===== src/rtl/mega_jsoc_itrace_pkg.sv =====
// Shared types and constants for the instruction-trace DCT packer.
// Latency: n/a (definitions only).
// Backpressure: n/a.
package mega_jsoc_itrace_pkg;

    localparam int DCT_WIDTH = 30;
    localparam int MAX_COUNT = 15;
    localparam int CNT_WIDTH = 4;

    localparam logic [1:0] DCT_SEQ = 2'b00;
    localparam logic [1:0] DCT_NT  = 2'b01;
    localparam logic [1:0] DCT_TK  = 2'b10;
    localparam logic [1:0] DCT_RSV = 2'b11;

    localparam logic [1:0] ST_IDLE  = 2'd0;
    localparam logic [1:0] ST_ACCUM = 2'd1;
    localparam logic [1:0] ST_HOLD  = 2'd2;

    typedef logic [DCT_WIDTH-1:0] dct_buf_t;
    typedef logic [CNT_WIDTH-1:0] dct_cnt_t;

    typedef struct packed {
        dct_buf_t buffer;
        dct_cnt_t count;
    } dct_pkt_t;

endpackage


===== src/rtl/mega_jsoc_itrace_dct_packer_if.sv =====
// Packet handshake between the DCT packer and the trace FIFO.
// Latency: n/a (wiring only).
// Backpressure: pkt_ready from the FIFO holds pkt_valid/payload stable.
interface mega_jsoc_itrace_dct_packer_if;
    import mega_jsoc_itrace_pkg::*;

    logic     pkt_valid;
    logic     pkt_ready;
    dct_buf_t pkt_buffer;
    dct_cnt_t pkt_count;

    modport master (output pkt_valid, output pkt_buffer, output pkt_count, input pkt_ready);
    modport slave  (input pkt_valid, input pkt_buffer, input pkt_count, output pkt_ready);
endinterface


===== src/rtl/mega_jsoc_itrace_pkt_reg.sv =====
// One-entry valid/ready holding register for closed DCT packets.
// Latency: 1 cycle from load to pkt_valid.
// Backpressure: holds payload while !pkt_ready; a load on a draining edge replaces it bubble-free.
module mega_jsoc_itrace_pkt_reg
    import mega_jsoc_itrace_pkg::*;
(
    input  logic     clk,
    input  logic     reset_n,
    input  logic     load,
    input  dct_pkt_t load_pkt,
    mega_jsoc_itrace_dct_packer_if.master pkt
);

    always_ff @(posedge clk or negedge reset_n) begin
        if (!reset_n) begin
            pkt.pkt_valid  <= 1'b0;
            pkt.pkt_buffer <= '0;
            pkt.pkt_count  <= '0;
        end else if (load) begin
            pkt.pkt_valid  <= 1'b1;
            pkt.pkt_buffer <= load_pkt.buffer;
            pkt.pkt_count  <= load_pkt.count;
        end else if (pkt.pkt_ready) begin
            pkt.pkt_valid  <= 1'b0;
        end
    end

endmodule


===== src/rtl/mega_jsoc_itrace_dct_packer.sv =====
// Packs 2-bit per-retire DCT codes into 15-entry packets for the trace FIFO.
// Latency: packet visible 1 cycle after the closing retire/flush.
// Backpressure: retire_ready drops only when a close is due while the packet register is full and not draining.
module mega_jsoc_itrace_dct_packer
    import mega_jsoc_itrace_pkg::*;
(
    input  logic       clk,
    input  logic       reset_n,
    input  logic       trace_enable,
    input  logic       retire_valid,
    output logic       retire_ready,
    input  logic [1:0] dct_code,
    input  logic       flush_req,
    output dct_buf_t   dct_buffer,
    output dct_cnt_t   dct_count,
    output logic       overflow,
    mega_jsoc_itrace_dct_packer_if.master pkt
);

    logic [1:0] state, state_d;
    logic       close_would;
    logic       accept;
    logic       eff_flush;
    logic       can_close;
    logic       close;
    dct_buf_t   post_buf;
    dct_cnt_t   post_cnt;
    dct_pkt_t   close_pkt;

    assign close_would  = (dct_count == dct_cnt_t'(MAX_COUNT - 1)) | flush_req;
    assign retire_ready = !(pkt.pkt_valid & !pkt.pkt_ready & close_would);
    assign accept       = retire_valid & retire_ready & trace_enable;

    // Dropping trace_enable with entries pending closes them out like a flush.
    assign eff_flush = flush_req | (!trace_enable & (dct_count != '0));

    assign post_buf  = accept ? {dct_buffer[DCT_WIDTH-3:0], dct_code} : dct_buffer;
    assign post_cnt  = dct_count + dct_cnt_t'(accept);
    assign can_close = !pkt.pkt_valid | pkt.pkt_ready;
    assign close     = can_close &
                       ((post_cnt == dct_cnt_t'(MAX_COUNT)) | (eff_flush & (post_cnt != '0)));
    assign close_pkt = '{buffer: post_buf, count: post_cnt};

    always_ff @(posedge clk or negedge reset_n) begin
        if (!reset_n) begin
            dct_buffer <= '0;
            dct_count  <= '0;
        end else if (close) begin
            dct_buffer <= '0;
            dct_count  <= '0;
        end else if (accept) begin
            dct_buffer <= post_buf;
            dct_count  <= post_cnt;
        end
    end

    always_ff @(posedge clk or negedge reset_n) begin
        if (!reset_n) begin
            overflow <= 1'b0;
        end else if (retire_valid & trace_enable & !retire_ready) begin
            overflow <= 1'b1;
        end
    end

    always_comb begin
        state_d = state;
        case (state)
            ST_IDLE:  if (trace_enable) state_d = ST_ACCUM;
            ST_ACCUM: begin
                if (pkt.pkt_valid & !pkt.pkt_ready)
                    state_d = ST_HOLD;
                else if (!trace_enable & (close | (dct_count == '0)))
                    state_d = ST_IDLE;
            end
            ST_HOLD:  if (pkt.pkt_ready) state_d = ST_ACCUM;
            default:  state_d = ST_IDLE;
        endcase
    end

    always_ff @(posedge clk or negedge reset_n) begin
        if (!reset_n) state <= ST_IDLE;
        else          state <= state_d;
    end

    mega_jsoc_itrace_pkt_reg u_pkt_reg (
        .clk      (clk),
        .reset_n  (reset_n),
        .load     (close),
        .load_pkt (close_pkt),
        .pkt      (pkt)
    );

endmodule


===== src/flat_wrapper.sv =====
// flat-port wrapper written by rule: the top's interface ports become plain ports
module mega_jsoc_itrace_dct_packer_flat import mega_jsoc_itrace_pkg::*;
  (clk, reset_n, trace_enable, retire_valid, retire_ready, dct_code, flush_req, dct_buffer, dct_count, overflow, pkt_pkt_valid, pkt_pkt_buffer, pkt_pkt_count, pkt_pkt_ready);
  mega_jsoc_itrace_dct_packer_if pkt_i ();
  input  logic clk;
  input  logic reset_n;
  input  logic trace_enable;
  input  logic retire_valid;
  output logic retire_ready;
  input  logic [1:0] dct_code;
  input  logic flush_req;
  output dct_buf_t dct_buffer;
  output dct_cnt_t dct_count;
  output logic overflow;
  output wire logic [$bits(pkt_i.pkt_valid)-1:0] pkt_pkt_valid;
  output wire logic [$bits(pkt_i.pkt_buffer)-1:0] pkt_pkt_buffer;
  output wire logic [$bits(pkt_i.pkt_count)-1:0] pkt_pkt_count;
  input wire logic [$bits(pkt_i.pkt_ready)-1:0] pkt_pkt_ready;
  assign pkt_pkt_valid = pkt_i.pkt_valid;
  assign pkt_pkt_buffer = pkt_i.pkt_buffer;
  assign pkt_pkt_count = pkt_i.pkt_count;
  assign pkt_i.pkt_ready = pkt_pkt_ready;
  mega_jsoc_itrace_dct_packer u_core (.clk(clk), .reset_n(reset_n), .trace_enable(trace_enable), .retire_valid(retire_valid), .retire_ready(retire_ready), .dct_code(dct_code), .flush_req(flush_req), .dct_buffer(dct_buffer), .dct_count(dct_count), .overflow(overflow), .pkt(pkt_i));
endmodule

===== config.mk =====
export PLATFORM = sky130hd
export DESIGN_NAME = mega_jsoc_itrace_dct_packer_flat
export DESIGN_NICKNAME = d
export VERILOG_FILES = /design/src/rtl/mega_jsoc_itrace_pkg.sv /design/src/rtl/mega_jsoc_itrace_dct_packer_if.sv /design/src/rtl/mega_jsoc_itrace_pkt_reg.sv /design/src/rtl/mega_jsoc_itrace_dct_packer.sv /design/src/flat_wrapper.sv
export SDC_FILE = /design/constraint.sdc
export NUM_CORES = 1
export LEC_CHECK = 0
export CELL_PAD_IN_SITES_DETAIL_PLACEMENT = 0
export CELL_PAD_IN_SITES_GLOBAL_PLACEMENT = 2
export CORE_UTILIZATION = 28
export DETAILED_ROUTE_END_ITERATION = 16
export PLACE_DENSITY_LB_ADDON = 0.1
export SLEW_MARGIN = 20
export SYNTH_ARGS = -nofsm -noshare
export SYNTH_HDL_FRONTEND = slang
export SYNTH_SLANG_ARGS = --single-unit
export TNS_END_PERCENT = 50

===== constraint.sdc =====
create_clock -name clk -period 3.27 [get_ports clk]
set_input_delay 0.981 -clock clk [delete_from_list [all_inputs] [get_ports clk]]
set_output_delay 0.981 -clock clk [all_outputs]
set_load 0.005 [all_outputs]

## Word-level counts from Yosys, hierarchy flattened

Cells that the tools add are included.

| storage, ports and cells | value |
|---|---|
| bits in registers | 70 |
| input port bits | 8 |

| operators by class | value |
|---|---|
| add/sub/neg operators | 1 |
| equality and inequality tests | 2 |
| multiplexer cells | 7 |
| bitwise operators | 13 |
| reductions and logical operators | 8 |

Operators by type and width:

| kind | count |
|---|---|
| 2-to-1 mux 30 bit | 3 |
| AND 1 bit | 9 |
| equality test 4 bit, second input constant | 2 |
| 2-to-1 mux 4 bit | 2 |
| nonzero test 4 bit | 2 |
| adder 4 x 1 -> 4 bit | 1 |
| logical NOT 1 bit | 4 |
| OR 1 bit | 4 |
| nonzero test 2 bit | 2 |
| 2-to-1 mux 1 bit | 2 |

## Depth between registers and ports, before layout

Gate-level depths: netlist of run 1.

| depth | value |
|---|---|
| depth after elaboration | 12 |
| depth in mapped cells | 17 |
| depth with buffers taken out | 12 |

## Modules after synthesis

From an unflattened synthesis of run 1, not the netlist that was laid out.

| second synthesis, totals | value |
|---|---|
| cells, all modules | 291 |
| area total of the unflattened synthesis | 3330.7 sq um |

Modules (own cells, without submodules):

| module | instances | cells each | area each (sq um) |
|---|---|---|---|
| mega_jsoc_itrace_dct_packer | 1 | 216 | 1880.6 |
| mega_jsoc_itrace_pkt_reg | 1 | 75 | 1450.1 |

## Worst setup path after synthesis of run 1

OpenSTA, ideal clock, no wires.

| path | value |
|---|---|
| kind | in2reg |
| start | input port pkt_pkt_ready |
| end | register u_core.u_pkt_reg.pkt.pkt_count[0] |
| library setup time | 125 ps |
| arrival | 3752 ps |
| slack | -607 ps |
| stages | 16 |
| path through | nand2b_1 -> clkbuf_1 -> o21bai_2 -> nand3_4 -> inv_2 -> buf_6 -> buf_6 -> ha_1 -> ha_1 -> nand2b_1 -> o21ai_1 -> and3_1 -> o311ai_4 -> nand2_2 -> buf_6 -> mux2_4 |

| on the way | value |
|---|---|
| cells in the longest elaborated chain, start to end | 11 |
| elaborated cells on any way between the ends | 13 |
| those cells by class | 1 x add/sub; 1 x eq/ne; 8 x bitwise; 3 x reduce/logical |

RTL lines:

| what | RTL line | source |
|---|---|---|
| from (decl) | flat_wrapper.sv:18 | `input wire logic [$bits(pkt_i.pkt_ready)-1:0] pkt_pkt_ready;` |
| logical NOT 1 bit (*) | mega_jsoc_itrace_dct_packer.sv:31 | `assign retire_ready = !(pkt.pkt_valid & !pkt.pkt_ready & close_would);` |
| AND 1 bit (*) | -- |  |
| AND 1 bit (*) | mega_jsoc_itrace_dct_packer.sv:31 |  |
| logical NOT 1 bit (*) | mega_jsoc_itrace_dct_packer.sv:31 |  |
| net retire_ready | flat_wrapper.sv:9 | `output logic retire_ready;` |
| AND 1 bit (*) (2 in a row) | mega_jsoc_itrace_dct_packer.sv:32 | `assign accept = retire_valid & retire_ready & trace_enable;` |
| adder 4 x 1 -> 4 bit (*) | mega_jsoc_itrace_dct_packer.sv:38 | `assign post_cnt = dct_count + dct_cnt_t'(accept);` |
| nonzero test 4 bit | mega_jsoc_itrace_dct_packer.sv:41 | `((post_cnt == dct_cnt_t'(MAX_COUNT)) \| (eff_flush & (post_cnt != '0)));` |
| AND 1 bit | mega_jsoc_itrace_dct_packer.sv:41 |  |
| OR 1 bit | mega_jsoc_itrace_dct_packer.sv:41 |  |
| AND 1 bit | mega_jsoc_itrace_dct_packer.sv:40 | `assign close = can_close &` |
| to (signal assigned) | mega_jsoc_itrace_pkt_reg.sv:22 | `pkt.pkt_count <= load_pkt.count;` |
| to (decl) | mega_jsoc_itrace_dct_packer_if.sv:12 | `modport master (output pkt_valid, output pkt_buffer, output pkt_count, input pkt_ready);` |

Mark *: on every way through the listed nets, which the timed path passes. The rest lies on a longest branch.
A chain may end at the register's enable or synchronous reset.

## Worst setup path in the final report of run 1

| path | value |
|---|---|
| start | input port flush_req |
| end | register u_core.u_pkt_reg.pkt.pkt_buffer[19] |

| on the way | value |
|---|---|
| cells in the longest elaborated chain, start to end | 10 |
| elaborated cells on any way between the ends | 13 |
| those cells by class | 1 x add/sub; 1 x eq/ne; 1 x mux; 8 x bitwise; 2 x reduce/logical |

RTL lines:

| what | RTL line | source |
|---|---|---|
| from (decl) | flat_wrapper.sv:11 | `input logic flush_req;` |
| OR 1 bit | mega_jsoc_itrace_dct_packer.sv:30 | `assign close_would = (dct_count == dct_cnt_t'(MAX_COUNT - 1)) \| flush_req;` |
| AND 1 bit | mega_jsoc_itrace_dct_packer.sv:31 |  |
| logical NOT 1 bit | mega_jsoc_itrace_dct_packer.sv:31 |  |
| AND 1 bit (2 in a row) | mega_jsoc_itrace_dct_packer.sv:32 |  |
| adder 4 x 1 -> 4 bit | mega_jsoc_itrace_dct_packer.sv:38 |  |
| nonzero test 4 bit | mega_jsoc_itrace_dct_packer.sv:41 |  |
| AND 1 bit | mega_jsoc_itrace_dct_packer.sv:41 |  |
| OR 1 bit | mega_jsoc_itrace_dct_packer.sv:41 |  |
| AND 1 bit | mega_jsoc_itrace_dct_packer.sv:40 |  |
| to (signal assigned) | mega_jsoc_itrace_pkt_reg.sv:21 | `pkt.pkt_buffer <= load_pkt.buffer;` |
| to (decl) | mega_jsoc_itrace_dct_packer_if.sv:12 |  |

Parallel ways exist; a longest one is shown, timed or not.

==> flow_summary.toml, run 1 <==
[run_status]
outcome = "finished clean"

[cells_and_area]
antennaDiodeCount = 0
design_area_um2 = 4630
drive_gt1_frac = 0.203
nets = 366
syn2layout_area_growth_pct = 53.9
finalNonFillerCells = 496
fillers = 1033

[synthesis]
ys_warn_count = 0
syn_nets = 268
async_flop_share = 1.00
yosys.area.top_type = "dfrtp_1"
synth_edf_count = 0
ys_top_cells_by_count = "70 x dfrtp_1, 36 x nor2_1, 32 x a21oi_1, 32 x mux2i_1, 30 x a22oi_1"
avgSynthCellArea_um2 = 11.7
syn_area_um2 = 3010
synthCells = 258
synth_top_area_frac = 0.582
synth.most_common_cell = "dfrtp_1"
yosysSeqAreaShare = 0.582
ys_ff_latch = 70
synth_area_leaders = "dfrtp_1 58%, mux2i_1 11%, a22oi_1 7.5%, a21oi_1 5.3%, nor2_1 4.5%"
ys_types = 33
synth-main-ff-cell = "dfrtp_1"

[pwr]
ir_drop_mv = 0.263
power_density_nw_per_um2 = 837
p_leak_nw = 2.04

[drt]
ant_nets = 0
drc = 0
totalWireLength_mm = 8.82
vias = 2387
drtPass1Iterations = 4
via_per_inst = 4.81
wl_per_cell_um = 17.8
drt_iter0_drc = 90

[place]
place.gp.congestion = 0.720
dpl_cell_area_um2 = 4070
place_hpwl_mm = 4.82
numPortBuffers = 78
dp.cells = 471

[clock_tree]
cts_made_buffers = 9
clk_path_buf_depth = 2
h-tree-depth = 3
postCtsHoldBufs = 0
clock_latency_ns = 0.34
cts_tree = "built"
cts-root-buf = "clkbuf_8"
clock-sinks = 70
clk_pin_slew_ns = 0.08

[worst_setup_path]
crit_path_max_incr_delay_ns = 0.46
reg2reg_depth = 14
slowest_stage = "clkdlybuf4s50_1"
required_ns = 3.53
cp_common_cell = "ha_4"
crit_chain = "clkdlybuf4s50_1 > o21bai_4 > nand3_4 > inv_4 > ha_4 > ha_4 > nand2b_4 > o21ai_1 > and3_4 > o311ai_4 > buf_6 > nand2_8 > clkbuf_16 > a22oi_2"
end_kind = "register"
crit_arrival_ns = 3.47
critical_path_class = "input pin to register"
crit_path_max_fanout = 8
start_kind = "input pin"

[global_routing]
grt_max_degree = 71
grt_overflow = 0
grt.total_usage = 0.155
grt_pass1_vias = 2391
grt_pass1_wl_mm = 13.2
antenna_found_initial = 0

[die]
start_util = 0.290
die_y_um = 106
ios = 79
core_um2 = 10400
die_x_um = 106
dieArea_um2 = 11200
fp-row-count = 37

[timing]
finalSetupTns_ns = 0
slew_headroom = 0.387
setup_viol = 0
period_share = 0.981
max_freq_mhz = 312
clock_skew_ns = 0.0131
slew_violations = 0
max_slew.worst_pin.slew_ns = 0.919
fin_crit_ns = 3.21
hold_violations = 0

[run]
cap_violations = 0

[hold_path]
hold_path_class = "register to register"
holdPathStages = 1
## cell type report
cell class / instances / area [um2] / share of cell area
clock buffers: 10 / 138 / 0.0297
clock inverters: 5 / 108 / 0.0232
multi-input cells: 166 / 1300 / 0.282
inverters: 1 / 6.26 / 0.00135
well taps: 136 / 170 / 0.0367
repair buffers: 108 / 1150 / 0.249
flip-flops and latches: 70 / 1750 / 0.378
## critical path: cells and delay by family
kind / cells / cell delay, ns
buffers and inverters: 4 / 0.89
adder cells (fa/ha/maj): 2 / 0.32
AND/OR/NAND/NOR: 4 / 0.51
AO/OA/AOI/OAI: 4 / 0.76
## flip-flops by register name, summed over array words and instances (netlist names)
name	count
u_core.u_pkt_reg.pkt.pkt_valid	1
u_core.u_pkt_reg.pkt.pkt_buffer	30
u_core.u_pkt_reg.pkt.pkt_count	4
u_core.dct_count	4
u_core.dct_buffer	30
u_core.overflow	1
## path summary, 6_finish.rpt
| path | slack (ns) | startpoint | to |
|---|---|---|---|
| max in group asynchronous | 1.90 | reset_n | u_core.dct_buffer[27] |
| worst max register to register | 0.33 | u_core.dct_count[2] | u_core.u_pkt_reg.pkt.pkt_buffer[19] |
| worst min register to register | 0.48 | u_core.overflow | u_core.overflow |
| min in group asynchronous | 0.75 | reset_n | u_core.overflow |
| worst min-delay path | 0.48 | u_core.overflow | u_core.overflow |
| worst max-delay path | 0.06 | flush_req | u_core.u_pkt_reg.pkt.pkt_buffer[19] |
## layout by cell type, fill, tap and decap left out, drive strengths merged, types with 2 or more instances in the layout
cell type and n:
ha 2, a21oi 32, nand2b 3, buf 26, o21ai 2, bufinv 3
nor2 36, dfrtp 70, clkinv 2, mux2i 32, clkdlybuf4s50 76, xnor2 2
nand3 2, o21bai 3, nand2 8, clkbuf 15, mux2 2, a22oi 30
## report_power, final
group	switching [mW]	internal (mW)
registers	0.184	1.15
clock network	0.339	0.526
logic	0.691	0.987
## cells by family after synthesis
logic type,count (synthesis),synth area share
AO/OA/AOI/OAI,72,0.160
XOR/XNOR,3,0.00873
adder cells (fa/ha/maj),2,0.00831
buffers and inverters,23,0.0391
flip-flops,70,0.582
multiplexers,34,0.116
AND/OR/NAND/NOR,54,0.0848
## metrics by stage
stage	power, mW	util	hold slack [ns]	setup slack (ns)
after detailed placement	2.76	0.393	0.467	-0.269
after global placement	2.75	0.393	0.464	-0.263
after CTS	3.64	0.416	0.489	0.0374
final	3.87	0.447	0.483	0.0612
after global routing	4.12	0.447	0.518	-0.0344
after floorplan	1.96	-	0.468	-0.254
## metal layers
| layer | part of all wire | GRT usage | vias to the layer above |
|---|---|---|---|
| li1 | - | - | 1123 |
| met1 | 0.50 | 0.224 | 1189 |
| met2 | 0.44 | 0.218 | 70 |
| met3 | 0.051 | 0.0489 | 5 |
| met4 | 0.0070 | 0.0446 | 0 |
| met5 | 0 | 0 | - |
## timing repair
item	4_1_cts	5_1_grt
buffers inserted	0	5
pin swaps	0	7
gates cloned	0	6
gates resized for setup	0	32
endpoints found under the setup margin	1	61
Note: power is estimated with default switching activity, not from simulation.
==> inputs of run 2 (changes only) <==
CTS_CLUSTER_DIAMETER = 120   (was not set)
MAX_ROUTING_LAYER = met4   (was not set)
==> run 2 against run 1 <==
Against the previous run: sequential share of layout area rose by 0.84 points; critical path type unchanged; flip-flop and latch count did not move; power fell by 2.2%; register-to-register slack improved by 0.07 ns; largest cell class unchanged; non-clock buffer count fell by 1; cell area fell by 2.2%.
==> flow_summary.toml, run 2 (synthesized netlist as in run 1, its figures left out) <==
[worst_setup_path]
end_kind = "register"
crit_family = "simple AND/OR/NAND/NOR gates"
crit_path_max_incr_delay_ns = 0.47
critical_path_class = "input pin to register"
crit_chain = "clkdlybuf4s50_1 > o21bai_4 > nand3_4 > inv_4 > ha_4 > buf_4 > nand3_1 > nor4b_2 > o311ai_4 > buf_4 > nand2_4 > mux2_4"
start_kind = "input pin"
cp_num_buf_inv = 4
crit_path_max_fanout = 5
crit_arrival_ns = 3.45
crit_path_end = "u_core.u_pkt_reg.pkt.pkt_count[3]"
r2r_slack_ns = 0.40
rr_startpoint = "u_core.dct_count[2]"
cp_common_cell = "buf_4"
cp.depth = 12
r2r_end = "u_core.u_pkt_reg.pkt.pkt_count[3]"
slowest_stage = "clkdlybuf4s50_1"
reg2reg_depth = 12
required_ns = 3.49
startpoint = "flush_req"

[place]
dp.cells = 471
place_ws_ns = -0.269
numPortBuffers = 78
place.gp.congestion = 0.729
place_hpwl_mm = 4.82

[run_status]
outcome = "finished clean"

[timing]
slew_violations = 0
max_freq_mhz = 310
period_share = 0.988
slew_headroom = 0.389
setup_viol = 0
setup_slack_ns = 0.0408
hold_violations = 0
clock_skew_ns = 0.0125
fin_crit_ns = 3.23
whs_ns = 0.483
max_slew.worst_pin.slew_ns = 0.917

[global_routing]
antenna_found_initial = 0
grt.total_usage = 0.160
grt_pass1_wl_mm = 13.3
grt_max_degree = 71
grt_overflow = 0
grt_pass1_vias = 2385

[hold_path]
hold_path_class = "register to register"
holdPathStages = 1

[die]
dieArea_um2 = 11200
fp-row-count = 37
core_um2 = 10400
die_y_um = 106
start_util = 0.290
ios = 79
die_x_um = 106

[cells_and_area]
drive_gt1_frac = 0.187
antennaDiodeCount = 0
top_regs = "u_core.dct_buffer (30), u_core.u_pkt_reg.pkt.pkt_buffer (30)"
fillers = 1041
final_cell_mix = "76 x clkdlybuf4s50_1, 70 x dfrtp_1, 36 x nor2_1"
layout_commonest_cell = "clkdlybuf4s50_1"
multi_input_area_um2 = 1240
nets = 365
finalNonFillerCells = 495
syn2layout_area_growth_pct = 50.6
regArea_um2 = 1750
fin_util = 0.437

[run]
cap_violations = 0

[drt]
drc = 0
via_per_inst = 4.73
totalWireLength_mm = 8.66
ant_nets = 0
drtPass1Iterations = 4
drt_iter0_drc = 74
vias = 2342
wl_per_cell_um = 17.5

[clock_tree]
clock-sinks = 70
clock_latency_ns = 0.34
clk_pin_slew_ns = 0.08
clk_path_buf_depth = 2
postCtsHoldBufs = 0
cts_tree = "built"
cts_made_buffers = 9
cts-root-buf = "clkbuf_8"
h-tree-depth = 3

[pwr]
p_leak_nw = 2.02
ir_drop_mv = 0.265
total_power_mw = 3.79
power_density_nw_per_um2 = 837
-- run 2: cell count changes in the layout (fill, tap and decap cells not counted), sizes merged --
cell,change
clkbuf,-1
-- run 2: metrics by stage --
| stage | TNS (ns) | instance area (um2) |
|---|---|---|
| floorplan | -10.01 | 3080 |
| global placement | -14.16 | 4070 |
| detailed placement | -14.47 | 4070 |
| CTS | 0 | 4310 |
| global route | -0.304 | 4530 |
| finish | 0 | 4530 |
-- run 2: layout make-up --
cell class,count,share of cell area
clock buffer,10,0.0304
clock inverter,5,0.0238
inverter,1,0.00138
multi-input combinational,166,0.275
sequential,70,0.387
tap,136,0.0376
timing repair buffer,107,0.246
-- run 2: repair_timing --
| item | 4_1_cts | 5_1_grt |
|---|---|---|
| pin swaps | 0 | 6 |
| resized for setup | 0 | 19 |
| cloned | 0 | 5 |
| setup endpoints to repair | 1 | 61 |
| setup buffers | 0 | 5 |
-- run 2: routing by layer --
layer,up-vias,GRT usage,part of all wire
met5,-,-,0
met4,0,0.0506,0.0095
met3,5,0.0458,0.048
met2,56,0.218,0.44
met1,1158,0.226,0.51
li1,1123,-,-
-- run 2: power breakdown --
| group | internal (mW) | leakage, nW | switching [mW] | total (mW) |
|---|---|---|---|---|
| logic | 0.935 | 0.991 | 0.660 | 1.60 |
| registers | 1.15 | 0.903 | 0.183 | 1.33 |
| clock network | 0.526 | 0.123 | 0.337 | 0.864 |
| total | 2.61 | 2.02 | 1.18 | 3.79 |
-- run 2: worst register-to-register path: stages, from the launching register on --
cell and delay [ns]:
dfrtp_1 0.51, and4b_1 0.29, o21bai_4 0.17, nand3_4 0.10, inv_4 0.07, ha_4 0.15, buf_4 0.11, nand3_1 0.14
nor4b_2 0.45, o311ai_4 0.13, buf_4 0.18, nand2_4 0.15, mux2_4 0.31
-- run 2: worst min-delay path by stage --
stage / endpoint / start
floorplan: u_core.overflow / u_core.overflow
global placement: u_core.overflow / u_core.overflow
detailed placement: u_core.overflow / u_core.overflow
CTS: u_core.overflow / u_core.overflow
global route: u_core.overflow / u_core.overflow
finish: u_core.overflow / u_core.overflow
